==> src/rtl/fifo_merge.sv <==
// Round-robin merger of N_SRC first-word-fall-through word FIFOs into one
// registered FWFT output stage with bounded per-source bursts.
module fifo_merge #(
    parameter int N_SRC     = 2,
    parameter int DSIZE     = 32,
    parameter int SRC_W     = 1,
    parameter int MAX_BURST = 16
) (
    input  logic                     BUS_CLK,
    input  logic                     BUS_RST,
    input  logic [N_SRC-1:0]         IN_EMPTY,
    input  logic [N_SRC*DSIZE-1:0]   IN_DATA,
    output logic [N_SRC-1:0]         IN_READ,
    input  logic                     OUT_READ,
    output logic                     OUT_EMPTY,
    output logic [DSIZE-1:0]         OUT_DATA,
    output logic [SRC_W-1:0]         OUT_SRC,
    output logic                     READ_ERROR
);

    localparam logic [7:0]       MAX_B    = 8'(MAX_BURST);
    localparam logic [SRC_W-1:0] LAST_SRC = SRC_W'(N_SRC - 1);

    // Handshake: a word is offered while OUT_EMPTY=0 and is consumed on any
    // edge where OUT_READ=1; a source word is taken on any edge where its
    // IN_READ bit is high, which only happens while that source is non-empty.
    logic [SRC_W-1:0] grant;
    logic [SRC_W-1:0] last_src;
    logic [7:0]       burst_cnt;

    logic             load_en;
    logic             keep;
    logic             sel_valid;
    logic [SRC_W-1:0] sel_src;
    logic [SRC_W-1:0] cand;
    logic [DSIZE-1:0] sel_data;

    assign load_en = OUT_EMPTY | OUT_READ;
    assign keep    = (burst_cnt != 8'd0) & ~IN_EMPTY[grant] & (burst_cnt < MAX_B);

    // Scan starts just after the last granted source so an exhausted burst
    // always hands over to the next waiting source before returning.
    always_comb begin
        sel_valid = 1'b0;
        sel_src   = '0;
        cand      = '0;
        if (keep) begin
            sel_valid = 1'b1;
            sel_src   = grant;
        end else begin
            for (int k = 1; k <= N_SRC; k++) begin
                cand = SRC_W'((int'(last_src) + k) % N_SRC);
                if (!sel_valid && !IN_EMPTY[cand]) begin
                    sel_valid = 1'b1;
                    sel_src   = cand;
                end
            end
        end
    end

    always_comb begin
        sel_data = '0;
        for (int i = 0; i < N_SRC; i++) begin
            if (sel_src == SRC_W'(i)) begin
                sel_data = IN_DATA[i*DSIZE +: DSIZE];
            end
        end
    end

    always_comb begin
        IN_READ = '0;
        for (int i = 0; i < N_SRC; i++) begin
            IN_READ[i] = BUS_RST & load_en & sel_valid & (sel_src == SRC_W'(i));
        end
    end

    always_ff @(posedge BUS_CLK) begin
        if (!BUS_RST) begin
            OUT_EMPTY  <= 1'b1;
            OUT_DATA   <= '0;
            OUT_SRC    <= '0;
            READ_ERROR <= 1'b0;
            grant      <= '0;
            burst_cnt  <= 8'd0;
            last_src   <= LAST_SRC;
        end else begin
            if (OUT_READ && OUT_EMPTY) begin
                READ_ERROR <= 1'b1;
            end
            if (load_en) begin
                if (sel_valid) begin
                    OUT_DATA  <= sel_data;
                    OUT_SRC   <= sel_src;
                    OUT_EMPTY <= 1'b0;
                    if (keep) begin
                        burst_cnt <= burst_cnt + 8'd1;
                    end else begin
                        grant     <= sel_src;
                        last_src  <= sel_src;
                        burst_cnt <= 8'd1;
                    end
                end else begin
                    // Idle output: the next word re-arbitrates from last_src+1.
                    OUT_EMPTY <= 1'b1;
                    burst_cnt <= 8'd0;
                end
            end
        end
    end

endmodule
==> config.mk <==
export PLATFORM = sky130hd
export DESIGN_NAME = fifo_merge
export DESIGN_NICKNAME = d
export VERILOG_FILES = /design/src/rtl/fifo_merge.sv
export SDC_FILE = /design/constraint.sdc
export NUM_CORES = 1
export LEC_CHECK = 0
export ABC_AREA = 0
export ABC_CLOCK_PERIOD_IN_PS = 2000
export BUFFER_PORTS_ARGS = -buffer_cell sky130_fd_sc_hd__buf_4
export CORE_ASPECT_RATIO = 0.5
export CORE_MARGIN = 3
export CORE_UTILIZATION = 46
export CTS_CLUSTER_DIAMETER = 60
export CTS_CLUSTER_SIZE = 40
export DETAILED_ROUTE_END_ITERATION = 12
export PLACE_DENSITY = 0.79
export SETUP_SLACK_MARGIN = 0.02
export SYNTH_ARGS = -nofsm -noshare
export SYNTH_HDL_FRONTEND = slang
export SYNTH_SLANG_ARGS = --single-unit
==> constraint.sdc <==
create_clock -name BUS_CLK -period 2 [get_ports BUS_CLK]
set_input_delay 0.3 -clock BUS_CLK [delete_from_list [all_inputs] [get_ports BUS_CLK]]
set_output_delay 0.3 -clock BUS_CLK [all_outputs]
set_load 0.05 [all_outputs]
==> flow_summary.ini <==
[status]
violations = negative setup slack
status = finished with violations

[cts]
cts_buffers = 5
cts_tree = built
path_clk_slew_ns = 0.08
cts_num_sinks = 45
cts_buffer_depth = 2
cts_root_buf = clkbuf_8
clock_latency_ns = 0.30
ctsHtreeMaxLevel = 2

[synthesis]
synth_fp_nets = 330
ys_top_cells_by_area = dfxtp_1 40%, a32oi_1 13%, o211ai_1 11%
synth_top_area_share_pct = 40.3
netlist_top_cells_count = 45 x dfxtp_1, 38 x nand2_1, 32 x a32oi_1, 32 x nand4_1, 32 x o211ai_1
avgSynthCellArea_um2 = 8.63
yosysSeqAreaShare_pct = 40.3
synthCells = 259
synth_cell_types = 33
ys_seq_elements = 45
yosysWarnings = 0
yosys.cell_count.top_type = dfxtp_1
synth_edf_count = 0
syn-cell-area_um2 = 2240
synthFlopType = dfxtp_1
async_flop_share_pct = 0
post-synth-top-area-cell = dfxtp_1

[critical_path]
end_kind = output pin
cp.arrival_ns = 1.86
critPathKind = flop to output pin
worst_setup_path_start_kind = flop
crit_fanout = 3
crit_required_ns = 1.70

[timing]
period_minus_slack_ns = 2.16
finalHoldViolCount = 0
fin_tns_setup_ns = -0.287
drv_slew = 0
worst_slew_pin_slew_ns = 0.511
rsz0062_at_grt = true
relSlewSlack_pct = 65.9
fin_ws_ns = -0.155
fin_skew_ns = 0.00433
timing.fmax_mhz = 464
setup_viol = 2
fin_crit_sh_pct = 108

[route]
dr_total_vias = 2541
drt_iter0_markers = 180
vias_per_cell = 5.98
drt-pass1-iter-count = 4
drc = 0
wl_per_cell_um = 16.2
wirelength_um = 6880
drtAntennaViolNets = 0

[grt]
grt-ovfl-total = 0
grt_pass1_wl_um = 11500
grt_pass1_vias = 2498
track_usage_pct = 23.6
grt_max_degree = 40
antenna_found_initial = 0

[floorplanning]
core_area_um2 = 4530
fp.dieH_um = 55.3
dieArea_um2 = 5780
die_w_um = 105
io_pins = 106
start_util_pct = 49.4
rows = 17

[cells_and_area]
nets = 430
layout-drive-gt1-share_pct = 39.6
stdcell_count = 425
antenna_cells = 0
area_delta_synth_final_pct = 45.3

[pwr]
power.density_nw_per_um2 = 778
p_total_mw = 2.53
p_leak_nw = 1.30
ir_worst_vdd_mv = 0.364

[placed_design]
placedCellCount = 416
globalplace.congestion = 0.842
io_buffers = 105
dp_hpwl_um = 4820

[worst_hold_path]
hold_path_class = input pin to flop

[run]
max-cap-violations = 0
[placed cells by master, fill, tap and decap left out, drive strengths merged]
master / count
o2bb2ai: 1
or4b: 1
a32o: 1
o21ai: 5
xor2: 2
nand2: 38
a32oi: 32
o21ba: 1
nand3b: 1
and3: 4
xnor2: 1
inv: 4
a21o: 1
a2bb2oi: 1
nand2b: 1
buf: 120
ha: 2
a31oi: 1
dfxtp: 45
a21boi: 1
nand4: 32
mux2i: 1
a21oi: 5
or3b: 1
o211ai: 32
nand3: 3
clkbuf: 7
nor2: 13
nor4: 1
o2111ai: 1
[report_power, final]
part           internal (mW)  switching, mW
clock                  0.275          0.302
sequential             0.988         0.0547
combinational          0.328          0.580
total                   1.59          0.937
[registers in the layout, summed over array words and instances (netlist names)]
name / cells
OUT_DATA: 32
burst_cnt: 8
last_src: 1
READ_ERROR: 1
OUT_EMPTY: 1
grant: 1
OUT_SRC: 1
[through the flow]
step | cell area, µm² | worst slack (ns) | util [%] | hold slack, ns
after floorplan | 2260 | -0.0766 | - | 0.372
after global placement | 3100 | 0.132 | 68.4 | 0.450
after detailed placement | 3100 | 0.117 | 68.4 | 0.465
after CTS | 3220 | -0.116 | 71.2 | 0.199
after global routing | 3250 | -0.206 | 71.7 | 0.217
final | 3250 | -0.155 | 71.7 | 0.201
[cell families (layout without fill, tap and decap cells)]
logic type,after synthesis,after routing,share of synthesized area [%]
adder cells (fa/ha/maj),2,2,1.12
buffers and inverters,31,131,6.60
AO/OA/AOI/OAI,82,82,28.5
AND/OR/NAND/NOR,95,95,21.8
multiplexers,1,1,0.448
XOR/XNOR,3,3,1.18
flip-flops,45,45,40.3
[path summary, 6_finish.rpt]
kind           endpoint  cells past startpoint    startpoint  slack, ns
max          IN_READ[1]                      6  burst_cnt[0]      -0.16
min            last_src                      2       BUS_RST       0.20
max reg2reg       grant                      7  burst_cnt[0]       0.07
min reg2reg     OUT_SRC                      2       OUT_SRC       0.49
[cell type report]
class	instances	area, µm²
clock buffers	7	86.3
fillers	354	1280
inverters	4	15.0
multi-input cells	183	1230
flip-flops and latches	45	905
well taps	66	82.6
repair buffers	120	932
[worst max-delay path, cell delays in order (launching register included)]
cell and delay [ns]:
dfxtp_2 0.33, inv_2 0.04, ha_1 0.13, or3b_4 0.40, a32o_2 0.33, and3_4 0.19, buf_8 0.14
[metal layers]
layer  track usage (%)  part of all wire (%)  vias up
met5                 0                     0        -
met3              5.37                   4.7        9
li1                  -                     -     1223
met1              27.6                    41     1228
met4              6.73                   1.1        0
met2              43.6                    53       81
[timing repair]
action	CTS	global route
setup buffers	2	0
setup endpoints to repair	2	35
hold buffers	0	0
pin swaps	2	1
resized for setup	9	6
(Power assumes the default switching activity.)
